[src/rtl/verinject_pkg.sv]
// Shared constants and types for the verinject fault-injection harness.
// Used by the injection sequencer and its schedule table.
package verinject_pkg;

  localparam logic [31:0] VERINJECT_IDLE_INDEX = 32'hFFFF_FFFF;
  localparam logic [31:0] VERINJECT_LFSR_POLY  = 32'h8020_0003;

  typedef enum logic [1:0] {
    SEQ_IDLE = 2'd0,
    SEQ_RUN  = 2'd1,
    SEQ_DONE = 2'd2
  } seq_state_e;

  // One step of the right-shifting Galois LFSR used for random injection runs.
  function automatic logic [31:0] verinject_lfsr_step(input logic [31:0] s);
    return s[0] ? ((s >> 1) ^ VERINJECT_LFSR_POLY) : (s >> 1);
  endfunction

endpackage

[src/rtl/verinject_seq_table.sv]
// Schedule register file: DEPTH entries of (relative cycle, bit index),
// written synchronously by the host and read combinationally by the sequencer.
module verinject_seq_table #(
  parameter int DEPTH      = 16,
  parameter int DEPTH_LOG2 = 4,
  parameter int CYCLE_W    = 32
) (
  input  logic                  clock,
  input  logic                  i_we,
  input  logic [DEPTH_LOG2-1:0] i_waddr,
  input  logic [CYCLE_W-1:0]    i_cycle,
  input  logic [31:0]           i_index,
  input  logic [DEPTH_LOG2-1:0] i_raddr,
  output logic [CYCLE_W-1:0]    o_cycle,
  output logic [31:0]           o_index
);

  logic [CYCLE_W-1:0] r_cycle [DEPTH];
  logic [31:0]        r_index [DEPTH];

  // NOTE: storage arrays carry no reset; the host always programs entries before a run reads them.
  always_ff @(posedge clock) begin
    if (i_we) begin
      r_cycle[i_waddr] <= i_cycle;
      r_index[i_waddr] <= i_index;
    end
  end

  assign o_cycle = r_cycle[i_raddr];
  assign o_index = r_index[i_raddr];

endmodule

[src/rtl/verinject_injection_sequencer.sv]
// Replays a host-programmed (cycle, bit index) schedule onto verinject__injector_state.
// Optional feature macro: VERINJECT_SEQ_RANDOM_EN adds an LFSR-driven random mode.
module verinject_injection_sequencer
  import verinject_pkg::*;
#(
  parameter int DEPTH      = 16,
  parameter int DEPTH_LOG2 = 4,
  parameter int CYCLE_W    = 32
`ifdef VERINJECT_SEQ_RANDOM_EN
  ,
  parameter int          RAND_LIMIT = 1024,
  parameter logic [31:0] SEED       = 32'h1
`endif
) (
  input  logic                  clock,
  input  logic                  reset_n,
  input  logic                  cfg_we,
  input  logic [DEPTH_LOG2-1:0] cfg_addr,
  input  logic [CYCLE_W-1:0]    cfg_cycle,
  input  logic [31:0]           cfg_index,
  input  logic [DEPTH_LOG2:0]   cfg_count,
  input  logic                  start,
  input  logic                  abort,
`ifdef VERINJECT_SEQ_RANDOM_EN
  input  logic                  rand_mode,
`endif
  output logic                  busy,
  output logic                  done,
  output logic [DEPTH_LOG2:0]   injected_count,
  output logic [DEPTH_LOG2:0]   late_count,
  output logic [31:0]           verinject__injector_state
);

  localparam int CNT_W = DEPTH_LOG2 + 1;
  localparam logic [CNT_W-1:0] DEPTH_CNT = CNT_W'(DEPTH);

  seq_state_e            r_state;
  logic [DEPTH_LOG2-1:0] r_ptr;
  logic [CNT_W-1:0]      r_count;
  logic [CYCLE_W-1:0]    r_counter;
  logic [CNT_W-1:0]      r_injected;
  logic [CNT_W-1:0]      r_late;
  logic [31:0]           r_word;

  logic                  w_we;
  logic [CYCLE_W-1:0]    w_rd_cycle;
  logic [31:0]           w_rd_index;
  logic [CNT_W-1:0]      w_start_count;
  logic [CYCLE_W-1:0]    w_counter_next;
  logic                  w_due;
  logic                  w_late;
  logic                  w_last;
  logic                  w_emit;
  logic                  w_emit_late;
  logic [31:0]           w_emit_index;

  // The table is frozen while a run is reading it.
  assign w_we = cfg_we && (r_state != SEQ_RUN);

  verinject_seq_table #(
    .DEPTH      (DEPTH),
    .DEPTH_LOG2 (DEPTH_LOG2),
    .CYCLE_W    (CYCLE_W)
  ) u_table (
    .clock   (clock),
    .i_we    (w_we),
    .i_waddr (cfg_addr),
    .i_cycle (cfg_cycle),
    .i_index (cfg_index),
    .i_raddr (r_ptr),
    .o_cycle (w_rd_cycle),
    .o_index (w_rd_index)
  );

  assign w_start_count  = (cfg_count > DEPTH_CNT) ? DEPTH_CNT : cfg_count;
  assign w_counter_next = (&r_counter) ? r_counter : r_counter + CYCLE_W'(1);
  assign w_due          = (r_counter >= w_rd_cycle);
  assign w_late         = (r_counter > w_rd_cycle);
  assign w_last         = (({1'b0, r_ptr} + CNT_W'(1)) == r_count);

`ifdef VERINJECT_SEQ_RANDOM_EN
  logic        r_rand;
  logic [31:0] r_lfsr;

  // Random mode emits one LFSR-derived index every RUN cycle, never late.
  assign w_emit       = r_rand || w_due;
  assign w_emit_index = r_rand ? (r_lfsr % 32'(RAND_LIMIT)) : w_rd_index;
  assign w_emit_late  = !r_rand && w_late;
`else
  assign w_emit       = w_due;
  assign w_emit_index = w_rd_index;
  assign w_emit_late  = w_late;
`endif

  // NOTE: all state below updates with non-blocking assignments so every register samples pre-edge values.
  always_ff @(posedge clock) begin
    if (!reset_n) begin
      r_state    <= SEQ_IDLE;
      r_ptr      <= '0;
      r_count    <= '0;
      r_counter  <= '0;
      r_injected <= '0;
      r_late     <= '0;
      r_word     <= VERINJECT_IDLE_INDEX;
`ifdef VERINJECT_SEQ_RANDOM_EN
      r_rand     <= 1'b0;
      r_lfsr     <= SEED;
`endif
    end else if (abort) begin
      r_state <= SEQ_IDLE;
      r_word  <= VERINJECT_IDLE_INDEX;
    end else begin
      case (r_state)
        SEQ_IDLE, SEQ_DONE: begin
          r_word <= VERINJECT_IDLE_INDEX;
          if (start) begin
            r_ptr      <= '0;
            r_counter  <= '0;
            r_injected <= '0;
            r_late     <= '0;
            r_count    <= w_start_count;
            r_state    <= (cfg_count != '0) ? SEQ_RUN : SEQ_DONE;
`ifdef VERINJECT_SEQ_RANDOM_EN
            r_rand     <= rand_mode;
            r_lfsr     <= SEED;
`endif
          end
        end
        SEQ_RUN: begin
          r_counter <= w_counter_next;
`ifdef VERINJECT_SEQ_RANDOM_EN
          r_lfsr    <= verinject_lfsr_step(r_lfsr);
`endif
          if (w_emit) begin
            r_word <= w_emit_index;
            r_ptr  <= r_ptr + DEPTH_LOG2'(1);
            if (w_emit_index != VERINJECT_IDLE_INDEX) r_injected <= r_injected + CNT_W'(1);
            if (w_emit_late) r_late <= r_late + CNT_W'(1);
            if (w_last) r_state <= SEQ_DONE;
          end else begin
            r_word <= VERINJECT_IDLE_INDEX;
          end
        end
        default: begin
          r_state <= SEQ_IDLE;
          r_word  <= VERINJECT_IDLE_INDEX;
        end
      endcase
    end
  end

  assign busy                      = (r_state == SEQ_RUN);
  assign done                      = (r_state == SEQ_DONE);
  assign injected_count            = r_injected;
  assign late_count                = r_late;
  assign verinject__injector_state = r_word;

endmodule

[config.mk]
export PLATFORM = sky130hd
export DESIGN_NAME = verinject_injection_sequencer
export DESIGN_NICKNAME = d
export VERILOG_FILES = /design/src/rtl/verinject_pkg.sv /design/src/rtl/verinject_seq_table.sv /design/src/rtl/verinject_injection_sequencer.sv
export SDC_FILE = /design/constraint.sdc
export NUM_CORES = 1
export LEC_CHECK = 0
export ABC_CLOCK_PERIOD_IN_PS = 5520
export BUFFER_PORTS_ARGS = -buffer_cell sky130_fd_sc_hd__buf_2
export CAP_MARGIN = 20
export CORE_ASPECT_RATIO = 2
export CORE_MARGIN = 2
export CORE_UTILIZATION = 56
export CTS_CLUSTER_SIZE = 16
export DETAILED_ROUTE_END_ITERATION = 8
export GPL_TIMING_DRIVEN = 0
export PLACE_DENSITY = 0.83
export SLEW_MARGIN = 10
export SYNTH_ARGS = -nofsm -noshare
export SYNTH_HDL_FRONTEND = slang
export SYNTH_SLANG_ARGS = --single-unit
[constraint.sdc]
create_clock -name clock -period 5.52 [get_ports clock]
set_input_delay 0.276 -clock clock [delete_from_list [all_inputs] [get_ports clock]]
set_output_delay 0.276 -clock clock [all_outputs]
set_load 0.01 [all_outputs]
---- Word level (Yosys, flattened, before mapping) ----
Memory sizes are Yosys's and may differ from the RTL's. A register that Yosys moved wholly into a read port is not among the register bits.
Index checks and enable logic that the tools add are counted.
storage, ports and cells
  register bits ........................... 85
  memory bits (writable) .................. 1024
  input bits .............................. 78
  output and inout bits ................... 44
  word-level logic and storage cells ...... 71
  memories kept ........................... 2
operators by class
  add/sub/neg operators ................... 5
  order comparisons ....................... 3
  eq/ne operators ......................... 11
  muxes and demuxes ....................... 25
  bitwise operators ....................... 4
  reduce and logical (&&, ||, !) cells .... 14
memory list
  name             words  width  read ports  clocked after Yosys merged registers in  write ports  line                       source
  u_table.r_cycle  16     32     1           1                                        1            verinject_seq_table.sv:18  logic [CYCLE_W-1:0] r_cycle [DEPTH];
  u_table.r_index  16     32     1           1                                        1            verinject_seq_table.sv:19  logic [31:0] r_index [DEPTH];
operator list
  kind                   count
  $mux 32                2
  $pmux 32 s2            1
  $add 32x1->32 const B  1
  $ge 32x32->1           1
  $gt 32x32->1           1
  $ne 32x32->1 const B   1
  $reduce_and 32->1      1
  $mux 5                 6
  $mux 4                 6
  $pmux 5 s2             2
  $add 5x1->5 const B    2
  $ne 2x1->1 const B     5
  $reduce_and 5->1       2
  $mux 2                 4
  $pmux 4 s2             1
  $reduce_and 4->1       2
  $reduce_and 3->1       2
  $add 4x1->5 const B    1
  $eq 5x5->1             1
  $gt 5x5->1 const B     1
  $reduce_bool 5->1      1
  $add 4x1->4 const B    1
  $ne 2x2->1 const B     2
  $not 1->1              4
  9 further kinds        11

---- Depth between registers and ports, before layout ----
  depth after elaboration ................. 6
  depth in mapped cells ................... 17

---- Cells and area by module ----
From an unflattened synthesis, not the netlist that was laid out.
unflattened totals
  cell total of the unflattened synthesis .. 2084
  area, all modules ....................... 42597.1 um^2
by module, submodules not included
  module                         times used  cells each  area an instance (um^2)  sequential area each (um^2)
  verinject_seq_table            1           1583        38300.5                  30749.5
  verinject_injection_sequencer  1           501         4296.6                   1701.6

---- Worst setup path after synthesis ----
Ideal clock, no wire load.
  path type ............................... flip-flop to flip-flop
  start point ............................. register r_state[1]
  end point ............................... memory u_table.r_cycle[3][0] (enable)
  setup time .............................. 0.565 ns
  arrival ................................. 5.452 ns
  slack ................................... -0.498 ns
  stages on the path, launching flop included .. 6
  buffers on the path ..................... 2
  clock period less this slack ............ 6.018 ns
  cell sequence ........................... dfxtp_1 -> nand2b_1 -> clkbuf_1 -> clkbuf_1 -> nand4_1 -> nor3_1
between the ends
  longest elaborated chain between the ends .. 4
RTL lines
  item                          line                                  source
  from (decl)                   verinject_injection_sequencer.sv:37   seq_state_e r_state;
  from (signal assigned)        verinject_injection_sequencer.sv:122  r_state <= (cfg_count != '0) ? SEQ_RUN : SEQ_DONE;
  $ne 2x1->1                    verinject_injection_sequencer.sv:58   assign w_we = cfg_we && (r_state != SEQ_RUN);
  $logic_and 1x1->1             verinject_injection_sequencer.sv:58
  $mux 1                        verinject_seq_table.sv:23             if (i_we) begin
  $mux 1 (not written as such)  verinject_seq_table.sv:24             r_cycle[i_waddr] <= i_cycle;
  to (decl)                     verinject_seq_table.sv:18
Every way passes these cells.

==> out/results.ini <==
[run_status]
status=complete, no violations

[sta]
worst_hold_slack_ps=85.2
fin_skew_ps=23.5
worst_slew_pin_slew_ps=922
post-route-period-util_pct=99.9
maxSlewHeadroom_pct=38.6
setup_viol=0
hold_viol_final=0
min_period_ps=5520
fmax_ghz=0.181
drv_slew=0
rsz0062_at_grt=false

[global_route]
grt_use_total_pct=29.2
antenna_found_initial=7
first_global_vias=23698
grt_start_max_net_pins=21
overflow=0
grt_pass1_wl_um=160000

[routing]
vias=22790
detail_route.drc_violations=0
wire_per_inst_um=32.1
top_layer=met5
first_pass_iters=6
wl_met1_um=36800
dr_wl_met3_um=8810
ant_nets=0
wl_met2_um=58800
drt_iter0_markers=2808
viasPerCell=6.54
routed_wl_um=112000

[power]
leakagePower_nw=16.0
power.total_mw=16.1
vdd.ir_drop.worst_uv=307
pwr_density_cell_nw_per_um2=320

[final_layout]
multi_input_area_um2=9810
fillers=4745
seqCellArea_um2=32500
finish.instance_area_um2=50300
final_cell_mix=edfxtp_1, mux4_2, buf_2, clkbuf_16, dfxtp_1
finish.net_count=2505
drive_above_1_share_pct=29.1
final_core_util_pct=66.2
areaGrowthSynthToFinish_pct=17.5
final_common_cell=edfxtp_1

[worst_setup_path]
cp_max_fo=10
cpMaxStageDelayCell=mux4_2
crit_arrival_ps=6120
cp.required_ps=6120
critPathKind=flop to flop
worst_path_most_repeated_cell=clkbuf_4
worstSetupStartpointType=flop
endpoint_kind=flop
cp_slowest_stage_delay_ps=470
path_cells=clkbuf_4 -> buf_4 -> buf_2 -> clkbuf_4 -> mux4_2 -> mux4_2 -> inv_1 -> ha_1 -> and2_0 -> a221o_1 -> a221oi_2 -> o21ai_0 -> a21oi_1 -> nor3_4 -> buf_4 -> clkbuf_4 -> buf_8 -> nand3_1

[die]
fp.dieArea_um2=78700
fp.dieH_um=395
die_width_um=199
core_um2=75900
start_util_pct=56.4
ioPinCount=122
num_rows=143

[worst_hold_path]
hp-start=abort
hp-class=primary input to flop

[logic_synthesis]
ys_seq_area_share_pct=76.1
syn_area_um2=42800
synthArstFlopShare_pct=0
ys_warn_count=0
synth_top_area_cell=edfxtp_1
synth-seq-cells=1113
synthDistinctLibCells=58
synth_ff_type=edfxtp_1
postSynthCellCount=2026
postSynthAreaPerCell_um2=21.1
synth_top_area_share_pct=71.9
syn-num-nets=2140
synth_area_leaders=edfxtp_1, mux4_2, dfxtp_1
synth_edf_count=1024

[clock_tree]
clock_latency_ps=690
cts_tree=built
h-tree-depth=3
cts.sinks=1113
numCtsBuffers=89
cts_root_buf=clkbuf_16
clkTransAtPathRegs_ps=70
clockBufferDepth=3

[flow_run]
maxCapViolCount=0

[placed_design]
place.port_buffers=121
gp_congestion=0.940
dp.final_hpwl_um=75300
place_area_um2=46400

metal layers:
layer	global-route usage, %	vias up
li1	-	9161
met1	34.8	11773
met2	49.9	1485
met3	4.73	361
met4	17.4	10
met5	0	-
layout make-up:
cell class | count | area share, %
inverters | 43 | 0.321
repair buffers | 274 | 6.07
well taps | 1015 | 2.53
multi-input cells | 778 | 19.5
diodes | 3 | 0.0149
flip-flops and latches | 1113 | 64.7
clock inverters | 47 | 0.797
plain buffers | 92 | 1.14
clock buffers | 120 | 4.87
flip-flops by register name, summed over array words and instances, names as in the netlist, named ones only:
register and flops:
r_count 5, u_table.r_index 512, late_count 5, r_counter 32
r_ptr 4, r_state 2, u_table.r_cycle 512, injected_count 5
verinject__injector_state 32
through the flow:
step	setup TNS, ps	worst slack (ps)	instances
after floorplan	0	954	2026
after global placement	-2739930	-3050	3162
after detailed placement	-77760	-2100	3234
after CTS	0	0.103	3478
after global routing	0	14.8	3483
final	0	2.96	3485
cells in the mapped netlist (3+ instances only):
master       n
a21o_1       8
a21oi_1     31
a22o_1       4
a22oi_1     61
a31o_2       3
a31oi_1      3
and2_1       4
and3_1       3
and4_4       3
buf_1        3
buf_2       32
buf_4       13
clkbuf_1    43
dfxtp_1     89
edfxtp_1  1024
ha_1        36
inv_1       43
mux2i_1     11
mux4_2     288
nand2_1     65
nand2b_1    10
nand3_1     49
nand4_1     23
nor2_1      57
nor2b_1      4
nor3_1      14
nor4_1       9
o21ai_0     19
o31ai_1      4
or3_1       12
or4_1        4
xnor2_1     17
xor2_1       8
worst max-delay path: cells and delay by family, from the launching register on:
kind / cells / cell delay [ps]
buffers and inverters: 8 / 2110
AO/OA/AOI/OAI: 4 / 1470
multiplexers: 2 / 820
flip-flops: 1 / 380
AND/OR/NAND/NOR: 3 / 350
adder cells (fa/ha/maj): 1 / 300
kinds of logic after synthesis:
| kind of cell | Yosys count | share of synthesized area, % |
|---|---|---|
| DFF | 1113 | 76.1 |
| and+or+nand+nor | 272 | 3.19 |
| AOI/OAI and AO/OA | 145 | 2.32 |
| muxes | 300 | 15.4 |
| xor gates and xnor gates | 25 | 0.512 |
| buffers and inverters | 135 | 1.41 |
| adders and majority gates | 36 | 1.05 |
power by group:
part / total (mW) / leakage (nW) / switching [mW] / internal (mW)
Sequential: 9.31 / 9.96 / 0.0251 / 9.29
Clock: 6.32 / 1.39 / 2.95 / 3.37
Combinational: 0.453 / 4.63 / 0.287 / 0.166
Total: 16.1 / 16.0 / 3.26 / 12.8
what timing repair did:
item	4_1_cts	5_1_grt
hold endpoints to repair	1033	0
resized for setup	54	19
endpoints found under the setup margin	52	41
pin swaps	2	1
hold buffers	76	0
setup buffers	1	2
gates cloned	0	0
final timing paths:
| check | endpoint | slack, ps | cells after the start |
|---|---|---|---|
| worst max register to register | verinject__injector_state[3] | 3 | 18 |
| worst min register to register | late_count[4] | 490 | 2 |
| worst min-delay path | r_state[1] | 90 | 3 |
| worst max-delay path | verinject__injector_state[3] | 3 | 18 |
(Power assumes the default switching activity.)
